## src/rtl/ads1675_serial_rx.sv

```systemverilog
// ---------------------------------------------------------------------------
// ads1675_serial_rx
//
// Purpose:
//    Captures the ADS1675 serial output (sclk / drdy / dout) by oversampling
//    it in the aclk domain, deserializes each MSB-first two's-complement
//    conversion, sign-extends it to OUT_WIDTH and presents it on a
//    valid/ready stream backed by a 2-entry buffer. Early frame starts are
//    reported as frame errors; samples that find the buffer full are dropped
//    and counted.
//
// Ports:
//    i_aclk          system clock (>= 3x sclk frequency)
//    i_aresetn       asynchronous active-low reset
//    i_enable        capture enable (level, sampled at frame start)
//    i_sclk          ADC serial clock (asynchronous)
//    i_drdy          ADC data ready, active-low frame start (asynchronous)
//    i_dout          ADC serial data, valid on sclk rising (asynchronous)
//    o_m_tdata       sign-extended sample
//    o_m_tvalid      sample available
//    i_m_tready      downstream accept
//    o_frame_err     one-cycle pulse, frame aborted by an early drdy
//    o_overflow      sticky, a sample was dropped on a full buffer
//    o_overflow_cnt  saturating count of dropped samples
//    i_clear_status  one-cycle pulse clearing o_overflow / o_overflow_cnt
// ---------------------------------------------------------------------------
module ads1675_serial_rx #(
   parameter int DATA_WIDTH  = 24,
   parameter int OUT_WIDTH   = 32,
   parameter int SYNC_STAGES = 2
) (
   input  logic                 i_aclk,
   input  logic                 i_aresetn,
   input  logic                 i_enable,
   input  logic                 i_sclk,
   input  logic                 i_drdy,
   input  logic                 i_dout,
   output logic [OUT_WIDTH-1:0] o_m_tdata,
   output logic                 o_m_tvalid,
   input  logic                 i_m_tready,
   output logic                 o_frame_err,
   output logic                 o_overflow,
   output logic [15:0]          o_overflow_cnt,
   input  logic                 i_clear_status
);

   localparam int CNT_W = $clog2(DATA_WIDTH + 1);

   typedef enum logic [1:0] {
      ST_IDLE  = 2'd0,
      ST_SHIFT = 2'd1,
      ST_PUSH  = 2'd2
   } state_t;

   // Increment that sticks at all-ones instead of wrapping.
   function automatic logic [15:0] sat_inc16(input logic [15:0] val);
      if (val == 16'hFFFF) begin
         sat_inc16 = 16'hFFFF;
      end else begin
         sat_inc16 = val + 16'd1;
      end
   endfunction

   // Synchronizers and edge detection
   logic [SYNC_STAGES-1:0] r_sclk_sync;
   logic [SYNC_STAGES-1:0] r_drdy_sync;
   logic [SYNC_STAGES-1:0] r_dout_sync;
   logic                   r_sclk_d;
   logic                   r_drdy_d;
   logic                   r_sclk_rise;
   logic                   r_drdy_fall;
   logic                   r_dout_bit;
   logic                   w_sclk_s;
   logic                   w_drdy_s;
   logic                   w_dout_s;

   // FSM
   state_t                 r_state;
   state_t                 w_state_nxt;
   logic [CNT_W-1:0]       r_bit_cnt;
   logic [CNT_W-1:0]       w_bit_cnt_nxt;
   logic [DATA_WIDTH-1:0]  r_shift;
   logic [DATA_WIDTH-1:0]  w_shift_nxt;
   logic                   r_frame_err;
   logic                   w_frame_err_nxt;
   logic                   w_push_req;

   // Output buffer and status
   logic [OUT_WIDTH-1:0]   r_head;
   logic [OUT_WIDTH-1:0]   r_tail;
   logic [1:0]             r_count;
   logic                   r_valid;
   logic [OUT_WIDTH-1:0]   w_push_data;
   logic                   w_pop;
   logic                   w_full;
   logic                   w_push;
   logic                   w_drop;
   logic                   r_overflow;
   logic [15:0]            r_overflow_cnt;

   assign w_sclk_s = r_sclk_sync[SYNC_STAGES-1];
   assign w_drdy_s = r_drdy_sync[SYNC_STAGES-1];
   assign w_dout_s = r_dout_sync[SYNC_STAGES-1];

   // Identical synchronizer chains keep sclk, drdy and dout mutually aligned.
   always_ff @(posedge i_aclk or negedge i_aresetn) begin
      if (!i_aresetn) begin
         r_sclk_sync <= '0;
         r_drdy_sync <= '1;
         r_dout_sync <= '0;
      end else begin
         r_sclk_sync <= {r_sclk_sync[SYNC_STAGES-2:0], i_sclk};
         r_drdy_sync <= {r_drdy_sync[SYNC_STAGES-2:0], i_drdy};
         r_dout_sync <= {r_dout_sync[SYNC_STAGES-2:0], i_dout};
      end
   end

   // Registered edge pulses; r_dout_bit is delayed with them so it is the bit
   // that was present when the sclk rising edge was seen.
   always_ff @(posedge i_aclk or negedge i_aresetn) begin
      if (!i_aresetn) begin
         r_sclk_d    <= 1'b0;
         r_drdy_d    <= 1'b1;
         r_sclk_rise <= 1'b0;
         r_drdy_fall <= 1'b0;
         r_dout_bit  <= 1'b0;
      end else begin
         r_sclk_d    <= w_sclk_s;
         r_drdy_d    <= w_drdy_s;
         r_sclk_rise <= w_sclk_s & ~r_sclk_d;
         r_drdy_fall <= ~w_drdy_s & r_drdy_d;
         r_dout_bit  <= w_dout_s;
      end
   end

   // FSM state, bit counter, shift register and frame error pulse.
   always_ff @(posedge i_aclk or negedge i_aresetn) begin
      if (!i_aresetn) begin
         r_state     <= ST_IDLE;
         r_bit_cnt   <= '0;
         r_shift     <= '0;
         r_frame_err <= 1'b0;
      end else begin
         r_state     <= w_state_nxt;
         r_bit_cnt   <= w_bit_cnt_nxt;
         r_shift     <= w_shift_nxt;
         r_frame_err <= w_frame_err_nxt;
      end
   end

   // FSM next state. enable only matters when a frame starts; an early drdy
   // restarts the frame (or drops to IDLE when capture is disabled).
   always_comb begin
      w_state_nxt     = r_state;
      w_bit_cnt_nxt   = r_bit_cnt;
      w_shift_nxt     = r_shift;
      w_frame_err_nxt = 1'b0;
      w_push_req      = 1'b0;
      case (r_state)
         ST_IDLE: begin
            if (r_drdy_fall && i_enable) begin
               w_state_nxt   = ST_SHIFT;
               w_bit_cnt_nxt = '0;
               w_shift_nxt   = '0;
            end else begin
               w_state_nxt   = ST_IDLE;
            end
         end
         ST_SHIFT: begin
            if (r_drdy_fall) begin
               w_frame_err_nxt = 1'b1;
               w_bit_cnt_nxt   = '0;
               w_shift_nxt     = '0;
               if (i_enable) begin
                  w_state_nxt = ST_SHIFT;
               end else begin
                  w_state_nxt = ST_IDLE;
               end
            end else if (r_sclk_rise) begin
               w_shift_nxt   = {r_shift[DATA_WIDTH-2:0], r_dout_bit};
               w_bit_cnt_nxt = r_bit_cnt + CNT_W'(1);
               if (r_bit_cnt == CNT_W'(DATA_WIDTH - 1)) begin
                  w_state_nxt = ST_PUSH;
               end else begin
                  w_state_nxt = ST_SHIFT;
               end
            end else begin
               w_state_nxt = ST_SHIFT;
            end
         end
         ST_PUSH: begin
            w_push_req  = 1'b1;
            w_state_nxt = ST_IDLE;
         end
         default: begin
            w_state_nxt = ST_IDLE;
         end
      endcase
   end

   assign w_push_data = {{(OUT_WIDTH-DATA_WIDTH){r_shift[DATA_WIDTH-1]}}, r_shift};
   // A pop in the same cycle frees a slot, so a full buffer only blocks a
   // push when the head is not being accepted.
   assign w_pop       = r_valid & i_m_tready;
   assign w_full      = (r_count == 2'd2) & ~w_pop;
   assign w_push      = w_push_req & ~w_full;
   assign w_drop      = w_push_req & w_full;

   // Two-entry buffer: r_head drives the output directly, r_tail backs it up.
   always_ff @(posedge i_aclk or negedge i_aresetn) begin
      if (!i_aresetn) begin
         r_head  <= '0;
         r_tail  <= '0;
         r_count <= 2'd0;
         r_valid <= 1'b0;
      end else begin
         case ({w_push, w_pop})
            2'b10: begin
               if (r_count == 2'd0) begin
                  r_head <= w_push_data;
               end else begin
                  r_tail <= w_push_data;
               end
               r_count <= r_count + 2'd1;
               r_valid <= 1'b1;
            end
            2'b01: begin
               if (r_count == 2'd2) begin
                  r_head <= r_tail;
               end else begin
                  r_head <= r_head;
               end
               r_count <= r_count - 2'd1;
               r_valid <= (r_count == 2'd2);
            end
            2'b11: begin
               if (r_count == 2'd1) begin
                  r_head <= w_push_data;
               end else begin
                  r_head <= r_tail;
                  r_tail <= w_push_data;
               end
               r_valid <= 1'b1;
            end
            default: begin
               r_count <= r_count;
            end
         endcase
      end
   end

   // Overflow status; a drop coinciding with clear leaves exactly one count.
   always_ff @(posedge i_aclk or negedge i_aresetn) begin
      if (!i_aresetn) begin
         r_overflow     <= 1'b0;
         r_overflow_cnt <= 16'd0;
      end else if (w_drop) begin
         r_overflow <= 1'b1;
         if (i_clear_status) begin
            r_overflow_cnt <= 16'd1;
         end else begin
            r_overflow_cnt <= sat_inc16(r_overflow_cnt);
         end
      end else if (i_clear_status) begin
         r_overflow     <= 1'b0;
         r_overflow_cnt <= 16'd0;
      end else begin
         r_overflow     <= r_overflow;
         r_overflow_cnt <= r_overflow_cnt;
      end
   end

   assign o_m_tdata      = r_head;
   assign o_m_tvalid     = r_valid;
   assign o_frame_err    = r_frame_err;
   assign o_overflow     = r_overflow;
   assign o_overflow_cnt = r_overflow_cnt;

endmodule
```

## config.mk

```make
export PLATFORM = sky130hd
export DESIGN_NAME = ads1675_serial_rx
export DESIGN_NICKNAME = d
export VERILOG_FILES = /design/src/rtl/ads1675_serial_rx.sv
export SDC_FILE = /design/constraint.sdc
export NUM_CORES = 1
export LEC_CHECK = 0
export BUFFER_PORTS_ARGS = -buffer_cell sky130_fd_sc_hd__buf_2
export CORE_MARGIN = 2
export CORE_UTILIZATION = 55
export DETAILED_ROUTE_END_ITERATION = 8
export PLACE_DENSITY = 0.76
export SYNTH_ARGS = -nofsm -noshare
export SYNTH_HDL_FRONTEND = slang
export SYNTH_SLANG_ARGS = --single-unit
```

## constraint.sdc

```tcl
create_clock -name i_aclk -period 4.8 [get_ports i_aclk]
set_input_delay 0.96 -clock i_aclk [delete_from_list [all_inputs] [get_ports i_aclk]]
set_output_delay 0.96 -clock i_aclk [all_outputs]
set_load 0.01 [all_outputs]
```

Yosys cells after proc, flatten, opt, wreduce, memory -nomap -nowiden
Cells that the tools add are included.
Widths: inputs -> output; s select.

word-level totals
  word-level logic and storage cells = 92
  flip-flop bits (word level) = 127
  input bits = 8
  output and inout bits = 51

cells by class
  multiplexer cells = 32
  bitwise gates (word level) = 10
  eq/ne operators = 15
  $add $sub $neg = 4
  reduce and logical (&&, ||, !) cells = 13

operators with widths
  kind                   count
  $mux 32                5
  $pmux 32 s3            1
  $mux 24                3
  $mux 16                4
  $pmux 32 s2            1
  $pmux 24 s2            1
  $add 16x1->16 const B  1
  $eq 16x16->1 const B   1
  $mux 5                 3
  $ne 2x2->1 const B     5
  $pmux 5 s2             1
  $reduce_bool 2->1      5
  $reduce_and 3->1       3
  $eq 2x2->1 const B     4
  $pmux 2 s2             2
  $mux 1                 7
  $and 1x1->1            6
  $eq 2x1->1 const B     3
  $mux 2                 3
  $add 5x1->5 const B    1
  $eq 5x5->1 const B     1
  $logic_not 2->1        2
  $not 1->1              4
  $ne 3x3->1 const B     1
  other kinds (6)        6

Depth between registers and ports, before layout
Gate-level depths: netlist of run 1.

  word-level depth = 8
  mapped depth = 9
  gate-level depth less buffers = 6

Worst setup path before layout of run 1
OpenSTA, ideal clock, no wires.

  path type = input to register
  from = input i_m_tready
  to = register r_overflow_cnt[10], in the netlist o_overflow_cnt[10]
  buffers on the path = 2
  setup slack = 2.615 ns
  setup time = 0.136 ns
  stages = 6
  arrival time = 2.049 ns
  data required time = 4.664 ns
  cells stage by stage = and2_4 -> buf_6 -> or3_4 -> buf_6 -> nor4b_1 -> a211oi_1

on the way
  longest elaborated chain between the ends = 5
  elaborated cells on any way between the ends = 6
  classes of those cells = mux (1); bitwise (4); reduce/logical (1)

RTL lines
  element                                              line  source
  start, declared                                      40    input logic i_m_tready,
  $and 1x1->1 (*)                                      204   assign w_pop = r_valid & i_m_tready;
  $not 1->1 (*)                                        205   assign w_full = (r_count == 2'd2) & ~w_pop;
  $and 1x1->1 (*)                                      205
  $and 1x1->1 (*)                                      207   assign w_drop = w_push_req & w_full;
  $mux 16 / $reduce_bool 2->1 (equally long branches)  --
  end signal, assigned                                 262   r_overflow_cnt <= sat_inc16(r_overflow_cnt);
  end signal, assigned                                 269   r_overflow_cnt <= r_overflow_cnt;
  end, declared                                        99    logic [15:0] r_overflow_cnt;

Every way passes the cells marked *; elsewhere a longest branch is shown, timed or not.
A chain may end at the register's enable or synchronous reset.

Final worst setup path of run 1
  from = register r_overflow_cnt[0], in the netlist o_overflow_cnt[0]
  to = register r_overflow_cnt[14], in the netlist o_overflow_cnt[14]

on the way
  longest elaborated chain between the ends = 4
  elaborated cells on any way between the ends = 5
  classes of those cells = add/sub (1); eq/ne (1); mux (3)

RTL lines
  element                                               line    source
  $add 16x1->16 / $eq 16x16->1 (equally long branches)  60, 57
  $mux 16 (*)                                           57      if (val == 16'hFFFF) begin
  $mux 16 (*)                                           259     if (i_clear_status) begin
  $mux 16 (*)                                           257     end else if (w_drop) begin

Marked as above.

==> impl_metrics.py, run 1 <==
metrics = {
    "timing": {
        "rsz0062_at_grt": "no",
        "worst_slack_ps": 2590,
        "worst_slew_pin_slew_ps": 879,
        "timing.fmax_ghz": 0.453,
        "min_period_over_period_pct": 46.0,
        "slew_headroom_pct": 41.4,
        "fin_skew_ps": 10.9,
        "fin_tns_setup_ps": 0,
        "final-hold-violation-count": 0,
        "final_max_slew_viol_count": 0,
        "period_needed_ps": 2210,
        "report.final.setup_viol": 0,
    },
    "run_status": {
        "outcome": "finished, final reports clean",
    },
    "synthesis": {
        "yosysWarnings": 0,
        "synth_top_area_share_pct": 53.6,
        "synth.distinct_cells": 53,
        "syn_avg_cell_area_sq_um": 10.8,
        "synth_area_sq_um": 5040,
        "synth_edf_count": 0,
        "synthCells": 466,
        "synthTopCellsByArea": "dfrtp_1, nand2_1, mux2_2",
        "async_flop_share_pct": 100,
        "yosys.area.top_type": "dfrtp_1",
        "ys_seq_area_share_pct": 55.1,
        "synth_ff_type": "dfrtp_1",
        "synth_fp_nets": 479,
        "ys_ff_latch": 111,
    },
    "global_route": {
        "gr-total-overflow": 0,
        "grt_pass1_wl_microns": 16000,
        "grt_pass1_vias": 3452,
        "grtUsageTotal_pct": 19.8,
        "grt_max_degree": 74,
        "antenna_found_initial": 0,
    },
    "critical_path": {
        "slowest_delay_ps": 640,
        "worstPathArrival_ps": 2480,
        "end_kind": "flop",
        "critPathSlowestCell": "nor4_4",
        "crit_required_ps": 5070,
        "cp_max_fo": 11,
        "cp-start-kind": "flop",
        "cp_cell_sequence": "ha_1 > nand3_1 > nor4_4 > o21ai_1 > a221oi_2",
        "criticalPathCategory": "flop to flop",
        "reg2reg_slack_ps": 2590,
        "critPathTopFamily": "simple AND/OR/NAND/NOR gates",
        "cp_num_buf_inv": 0,
    },
    "clocking": {
        "clockBufferDepth": 2,
        "cts_resized": 0,
        "postCtsSetupBuffers": 0,
        "ctsHoldBuffers": 0,
        "clk_latency_ps": 360,
        "cts_tree": "yes",
        "clk_pin_slew_ps": 100,
        "numCtsBuffers": 9,
        "htree_num_levels": 3,
        "root_buffer": "clkbuf_8",
        "clock_sinks": 111,
    },
    "placement": {
        "dp_cells": 604,
        "place.port_buffers": 58,
        "place_area_sq_um": 5300,
        "gp_congestion": 0.860,
        "dp_slack_ps": 2300,
        "hpwl_microns": 6030,
    },
    "floorplanning": {
        "die_w_microns": 99.8,
        "start_util_pct": 57.3,
        "std_cell_rows": 34,
        "core-area_sq_um": 8810,
        "die_h_microns": 99.8,
        "io_pins": 59,
        "dieArea_sq_um": 9950,
    },
    "flow_run": {
        "maxCapViolations": 0,
    },
    "routing": {
        "via_count": 3509,
        "wl_microns": 9050,
        "initialDrtViolationCount": 169,
        "firstDrtPassIters": 4,
        "routedWlPerCell_microns": 14.6,
        "ant_nets": 0,
        "drt-vias-per-instance": 5.66,
        "drc": 0,
    },
    "layout": {
        "synthToLayoutAreaGrowth_pct": 9.25,
        "fillCellCount": 724,
        "fin_nets": 520,
        "antenna_cells": 0,
        "layoutNonFillerInstCount": 620,
        "final_area_sq_um": 5510,
        "drive_above_1_share_pct": 24.4,
    },
    "power_and_ir_drop": {
        "p_per_area_nw_per_um2": 303,
        "irDropWorstVdd_mv": 0.152,
        "p_leak_uw": 0.00293,
    },
    "hold_path": {
        "hp-class": "flop to flop",
    },
}
final cells by class:
cell class / instances / area [sq um] / share of cell area, %
Tap cell: 108 / 135 / 2.45
Multi-Input combinational cell: 307 / 1990 / 36.1
Clock inverter: 7 / 90.1 / 1.63
Timing Repair Buffer: 64 / 338 / 6.13
Clock buffer: 9 / 124 / 2.25
Inverter: 14 / 52.6 / 0.953
Sequential cell: 111 / 2780 / 50.5
synth_stat cells, types with 2 or more instances:
cell and instances:
dfrtp_1 108, nand2_1 86, nand3_1 34, o21ai_0 29
mux2_2 24, mux2i_1 24, inv_1 14, nor2_1 13
buf_4 12, nor3_1 11, buf_2 9, o21ai_1 9
nor2b_1 8, a211oi_1 7, clkbuf_1 6, ha_1 5
a221oi_2 4, a31oi_1 4, and2_1 4, and3_1 4
buf_6 4, a21oi_1 3, dfstp_2 3, nand4_1 3
nor4_2 3, nor4b_1 3, xnor2_1 3, a21o_1 2
a41oi_1 2, nor4_1 2
power by group:
group | internal (uW) | leakage [uW] | switching (uW)
sequential | 957 | 0.00152 | 15.6
clock | 253 | 0.000106 | 321
combinational | 36.8 | 0.00131 | 87.9
total | 1250 | 0.00293 | 424
through the flow:
step	power [uW]	utilization [%]	hold slack (ps)
after floorplan	1070	-	331
after global placement	1110	60.2	335
after detailed placement	1120	60.2	342
after CTS	1690	62.6	358
after global routing	1760	62.6	367
final	1670	62.6	354
kinds of logic after synthesis:
family	after synthesis	synth area share, %
xor+xnor	3	0.521
flops	111	55.1
mux	48	10.1
compound gates	68	8.76
buf+inv	48	5.63
fa+ha+maj	5	1.24
simple gates	183	18.6
path summary, 6_finish.rpt:
path                                          startpoint  cells after the start                        endpoint
setup / recovery           o_overflow_cnt[0]$_DFFE_PN0P_                      5  o_overflow_cnt[14]$_DFFE_PN0P_
hold reg to reg                 r_dout_sync[1]$_DFF_PN0_                      0            r_dout_bit$_DFF_PN0_
max in group asynchronous                      i_aresetn                      2           r_tail[0]$_DFFE_PN0P_
hold / removal                  r_dout_sync[1]$_DFF_PN0_                      0            r_dout_bit$_DFF_PN0_
min in group asynchronous                      i_aresetn                      1  o_overflow_cnt[14]$_DFFE_PN0P_
setup reg to reg           o_overflow_cnt[0]$_DFFE_PN0P_                      5  o_overflow_cnt[14]$_DFFE_PN0P_
state kept, by name (all words and copies together), names as in the netlist:
name / flops
o_m_tdata: 24
r_shift: 24
r_tail: 24
o_overflow_cnt: 16
r_bit_cnt: 5
r_count: 2
r_dout_sync: 2
r_drdy_sync: 2
r_sclk_sync: 2
r_state: 2
o_frame_err: 1
o_m_tvalid: 1
o_overflow: 1
r_dout_bit: 1
r_drdy_d: 1
r_drdy_fall: 1
r_sclk_d: 1
r_sclk_rise: 1
routing by layer:
metal / global-route usage, % / up-vias / share of wire (%)
li1: - / 1692 / -
met3: 3.27 / 12 / 3.2
met5: 0 / - / 0
met2: 31.4 / 61 / 48
met4: 8.64 / 0 / 1.2
met1: 27.2 / 1744 / 48
cell usage in the layout (no fill, tap or decap), drive strengths merged, types with 2 or more instances in the layout:
cell / synthesis / routed
a211oi: 7 / 7
a21o: 2 / 2
a21oi: 4 / 4
a221oi: 5 / 5
a31oi: 4 / 4
a41oi: 2 / 2
and2: 5 / 5
and3: 4 / 4
buf: 25 / 64
clkbuf: 8 / 9
clkinv: 0 / 3
dfrtp: 108 / 108
dfstp: 3 / 3
ha: 5 / 5
inv: 14 / 16
mux2: 24 / 24
mux2i: 24 / 24
nand2: 86 / 86
nand3: 34 / 34
nand4: 5 / 5
nor2: 14 / 14
nor2b: 8 / 8
nor3: 11 / 11
nor4: 6 / 6
nor4b: 3 / 3
o21ai: 39 / 39
xnor2: 3 / 3
Note: power is estimated with default switching activity, not from simulation.
==> inputs of run 2 (changes only) <==
Settings changed: CORE_UTILIZATION 55 to 52, PLACE_DENSITY 0.76 to 0.75.
Clock period 4.8 ns to 2 ns, I/O delays scaled along.
==> run 2 against run 1 <==
Net effect:
- critical path depth rose by 1
- flip-flop and latch count unchanged
- hold slack worse by 320 ps
- die area increased by 5.5%
- critical path type unchanged
- largest cell class unchanged
==> impl_metrics.py, run 2 (synthesis results as in run 1) <==
metrics = {
    "run_status": {
        "outcome": "finished, final reports clean",
    },
    "critical_path": {
        "cp-start-kind": "flop",
        "cp_max_fo": 6,
        "crit_required_ps": 2240,
        "criticalPathCategory": "flop to flop",
        "end_kind": "flop",
        "cp_num_buf_inv": 1,
        "cp_cell_sequence": "inv_1 > ha_2 > nand3b_4 > or3_4 > nor4b_1 > a211oi_1",
        "critPathSlowestCell": "dfrtp_1",
        "slowest_delay_ps": 420,
        "critPathTopFamily": "simple AND/OR/NAND/NOR gates",
        "worstPathArrival_ps": 2130,
    },
    "power_and_ir_drop": {
        "p_leak_uw": 0.00297,
        "comb_power_share_pct": 8.2,
        "switching_share_pct": 26.8,
        "internal_power_uw": 2890,
        "p_per_area_nw_per_um2": 701,
        "total_power_uw": 3950,
        "share_seq_of_total_power_pct": 59.2,
        "clkPwrFrac_pct": 32.6,
        "switching_power_uw": 1060,
        "irDropWorstVdd_mv": 0.576,
    },
    "timing": {
        "final-hold-violation-count": 0,
        "worst_slew_pin_slew_ps": 603,
        "report.final.setup_viol": 0,
        "timing.fmax_ghz": 0.529,
        "fin_skew_ps": 17.8,
        "rsz0062_at_grt": "no",
        "fin_tns_setup_ps": 0,
        "slew_headroom_pct": 59.8,
        "final_max_slew_viol_count": 0,
        "period_needed_ps": 1890,
        "min_period_over_period_pct": 94.6,
    },
    "placement": {
        "hpwl_microns": 6040,
        "gp_congestion": 0.823,
        "place.port_buffers": 58,
        "place_area_sq_um": 5420,
    },
    "global_route": {
        "grtUsageTotal_pct": 19.0,
        "grt_max_degree": 112,
        "antenna_found_initial": 0,
        "gr-total-overflow": 0,
        "grt_pass1_vias": 3514,
        "grt_pass1_wl_microns": 15700,
    },
    "routing": {
        "initialDrtViolationCount": 185,
        "firstDrtPassIters": 4,
        "ant_nets": 0,
        "wl_microns": 9150,
        "drc": 0,
        "via_count": 3530,
        "drt-vias-per-instance": 5.46,
        "routedWlPerCell_microns": 14.2,
    },
    "floorplanning": {
        "dieArea_sq_um": 10500,
        "start_util_pct": 54.1,
        "die_w_microns": 102,
        "std_cell_rows": 35,
        "core-area_sq_um": 9330,
        "die_h_microns": 102,
        "io_pins": 59,
    },
    "layout": {
        "synthToLayoutAreaGrowth_pct": 11.8,
        "fillCellCount": 771,
        "antenna_cells": 0,
        "seq_area_sq_um": 2780,
        "final_common_cell": "dfrtp_1",
        "drive_above_1_share_pct": 25.5,
        "final_area_sq_um": 5640,
        "fin_nets": 525,
        "layout_common_cells": "dfrtp_1, nand2_1, buf_2, nand3_1, o21ai_0",
        "multi_input_area_sq_um": 2010,
    },
    "clocking": {
        "numCtsBuffers": 9,
        "clock_sinks": 111,
        "root_buffer": "clkbuf_8",
        "cts_tree": "yes",
        "clk_pin_slew_ps": 110,
        "clk_latency_ps": 380,
        "ctsHoldBuffers": 0,
        "clockBufferDepth": 2,
        "htree_num_levels": 3,
    },
    "hold_path": {
        "hp-class": "primary input to asynchronous set/reset pin",
    },
    "flow_run": {
        "maxCapViolations": 0,
    },
}
[run 2: cell types whose count changed in the layout (fill, tap and decap cells not counted), moves of 2 or more]
cell	before	now
nor4_4	1	3
ha_2	0	2
inv_6	0	2
buf_12	0	5
ha_1	5	3
nor4_2	3	1
[run 2: worst register-to-register path: cells and delay by family (launching register included)]
| family | cells | cell delay [ps] |
|---|---|---|
| DFF | 1 | 420 |
| adders and majority gates | 1 | 260 |
| AOI/OAI and AO/OA | 1 | 120 |
| buffers and inverters | 1 | 100 |
| and+or+nand+nor | 3 | 870 |
[run 2: area by class of cell]
| class | count | share of cell area (%) |
|---|---|---|
| Clock buffer | 10 | 2.26 |
| Tap cell | 129 | 2.86 |
| Sequential cell | 111 | 49.4 |
| Clock inverter | 6 | 1.11 |
| Inverter | 14 | 0.932 |
| Multi-Input combinational cell | 307 | 35.7 |
| Timing Repair Buffer | 69 | 7.77 |
[run 2: final timing paths]
check	startpoint	to	slack (ps)	depth (start not counted)
worst max-delay path	r_count[0]$_DFFE_PN0P_	o_overflow_cnt[10]$_DFFE_PN0P_	110	6
worst min-delay path	i_aresetn	o_overflow_cnt[5]$_DFFE_PN0P_	40	2
worst max register to register	r_count[0]$_DFFE_PN0P_	o_overflow_cnt[10]$_DFFE_PN0P_	110	6
worst min register to register	r_dout_sync[1]$_DFF_PN0_	r_dout_bit$_DFF_PN0_	360	0
max in group asynchronous	i_aresetn	o_overflow_cnt[0]$_DFFE_PN0P_	1440	2
min in group i_aclk	i_drdy	r_drdy_sync[0]$_DFF_PN1_	120	1
[run 2: power groups by stage]
stage,combinational (uW),clock [uW],sequential (uW)
2_1_floorplan,188,0,2380
3_3_place_gp,316,0,2380
3_5_place_dp,328,0,2380
4_1_cts,329,1320,2340
5_1_grt,367,1410,2350
6_report,324,1290,2340
[run 2: what timing repair did]
item / CTS / global route
buffers inserted: 0 / 0
endpoints found under the setup margin: 0 / 14
resized for setup: 0 / 5
[run 2: layer usage]
| layer | global-route usage (%) | up-vias | routed length (microns) |
|---|---|---|---|
| met1 | 24.4 | 1750 | 4230 |
| met5 | 0 | - | 0 |
| met4 | 7.49 | 0 | 152 |
| met2 | 32.3 | 67 | 4490 |
| met3 | 3.19 | 12 | 278 |
| li1 | - | 1701 | - |
[run 2: stage by stage]
stage          utilization, %  hold WS [ps]  cells  setup WS [ps]
2_1_floorplan               -           104    466            146
3_5_place_dp             58.1           335    630           33.6
6_report                 60.4          36.6    646            108
3_3_place_gp             58.1           334    630            176
4_1_cts                  60.2           104    646           32.9
5_1_grt                  60.4           103    646           5.27
==> inputs of run 3 (changes only) <==
Settings changed: CORE_UTILIZATION 52 to 46, PLACE_DENSITY 0.75 to 0.68.
==> run 3 against run 2 <==
Net effect:
- global-route usage down 1.3 points
- combinational power up 4%
- clock skew down 10 ps
- first-iteration DRC count down 4.9%
- maximum frequency up 2.6%
- count of clock-buffer cells in the layout up 1
- die area up 13%
- cell count up 2.8%
==> impl_metrics.py, run 3 (synthesis results as in run 1) <==
metrics = {
    "floorplanning": {
        "dieArea_sq_um": 11800,
        "io_pins": 59,
        "die_w_microns": 109,
        "std_cell_rows": 38,
        "start_util_pct": 46.7,
        "die_h_microns": 109,
        "core-area_sq_um": 10800,
    },
    "layout": {
        "fin_nets": 532,
        "synthToLayoutAreaGrowth_pct": 13.5,
        "antenna_cells": 0,
        "seq_area_sq_um": 2780,
        "drive_above_1_share_pct": 26.1,
        "layoutNonFillerInstCount": 664,
        "layout_common_cells": "dfrtp_1, nand2_1, buf_2, nand3_1, o21ai_0",
        "fillCellCount": 942,
        "multi_input_area_sq_um": 2010,
        "final_common_cell": "dfrtp_1",
    },
    "clocking": {
        "cts_tree": "yes",
        "root_buffer": "clkbuf_8",
        "numCtsBuffers": 9,
        "clk_latency_ps": 360,
        "clockBufferDepth": 2,
        "postCtsSetupBuffers": 0,
        "clock_sinks": 111,
        "htree_num_levels": 3,
        "clk_pin_slew_ps": 100,
    },
    "placement": {
        "gp_congestion": 0.865,
        "place.port_buffers": 58,
        "dp_cells": 647,
        "hpwl_microns": 6490,
        "dp_slack_ps": 115,
    },
    "timing": {
        "rsz0062_at_grt": "no",
        "min_period_over_period_pct": 92.2,
        "period_needed_ps": 1840,
        "slew_headroom_pct": 66.4,
        "fin_tns_setup_ps": 0,
        "final_max_slew_viol_count": 0,
        "worst_slew_pin_slew_ps": 499,
        "final-hold-violation-count": 0,
        "worst_slack_ps": 156,
        "fin_skew_ps": 7.31,
        "timing.fmax_ghz": 0.542,
        "report.final.setup_viol": 0,
    },
    "run_status": {
        "outcome": "finished, final reports clean",
    },
    "hold_path": {
        "hp-start": "i_drdy",
        "hp-class": "primary input to flop",
    },
    "power_and_ir_drop": {
        "irDropWorstVdd_mv": 0.459,
        "p_per_area_nw_per_um2": 713,
        "p_leak_uw": 0.00303,
    },
    "routing": {
        "wl_microns": 9630,
        "drt-vias-per-instance": 5.31,
        "ant_nets": 0,
        "drc": 0,
        "firstDrtPassIters": 4,
        "initialDrtViolationCount": 176,
        "routedWlPerCell_microns": 14.5,
        "via_count": 3526,
    },
    "critical_path": {
        "cp-startpoint": "r_count[0]$_DFFE_PN0P_",
        "crit_required_ps": 2230,
        "r2r_start": "r_count[0]$_DFFE_PN0P_",
        "criticalPathCategory": "flop to flop",
        "end_kind": "flop",
        "cp_max_fo": 6,
        "cp-start-kind": "flop",
        "worstPathArrival_ps": 2070,
    },
    "global_route": {
        "grtUsageTotal_pct": 17.7,
        "grt_pass1_vias": 3491,
        "grt_pass1_wl_microns": 16600,
        "grt_max_degree": 49,
        "antenna_found_initial": 0,
        "gr-total-overflow": 0,
    },
    "flow_run": {
        "maxCapViolations": 0,
    },
}
-- run 3: worst paths after layout --
| check | depth (start not counted) | end | slack, ps |
|---|---|---|---|
| max in group asynchronous | 3 | r_drdy_d$_DFF_PN1_ | 920 |
| max reg2reg | 6 | o_overflow_cnt[10]$_DFFE_PN0P_ | 160 |
| min in group asynchronous | 2 | o_overflow_cnt[14]$_DFFE_PN0P_ | 490 |
| min reg2reg | 0 | r_dout_bit$_DFF_PN0_ | 360 |
| min | 1 | r_drdy_sync[0]$_DFF_PN1_ | 130 |
| max | 6 | o_overflow_cnt[10]$_DFFE_PN0P_ | 160 |
-- run 3: final cells by class --
cell class / instances / share of cell area [%]
sequential: 111 / 48.6
inverter: 14 / 0.917
clock inverter: 5 / 1.11
tap: 140 / 3.06
multi-input combinational: 307 / 35.1
clock buffer: 11 / 2.64
timing repair buffer: 76 / 8.61
-- run 3: what timing repair did --
| action | CTS | global route |
|---|---|---|
| resized for setup | 0 | 3 |
| hold endpoints to repair | 22 | 0 |
| endpoints found under the setup margin | 0 | 8 |
| hold buffers | 1 | 0 |
-- run 3: report_power, final --
group	switching, uW	total [uW]	internal (uW)
clock	743	1410	662
sequential	45.4	2340	2300
combinational	222	336	114
-- run 3: through the flow --
| step | cell area (sq um) | util (%) | hold slack, ps | power (uW) |
|---|---|---|---|---|
| after detailed placement | 5480 | 50.8 | 335 | 2720 |
| after global placement | 5480 | 50.8 | 335 | 2700 |
| after floorplan | 5040 | - | 104 | 2570 |
| final | 5730 | 53.1 | 128 | 4080 |
| after CTS | 5710 | 52.9 | 107 | 4140 |
| after global routing | 5730 | 53.1 | 101 | 4280 |
-- run 3: critical path: stages (launching register included) --
cell and delay (ps):
dfrtp_1 420, inv_1 100, ha_2 250, nand3b_4 130
or3_4 390, nor4b_1 310, a211oi_1 120
-- run 3: per-layer routing --
metal | GRT usage [%] | vias to the layer above | part of all wire (%)
met4 | 6.87 | 0 | 1.4
met5 | 0 | - | 0
li1 | - | 1716 | -
met3 | 2.39 | 11 | 3.0
met2 | 29.4 | 74 | 49
met1 | 23.6 | 1725 | 47
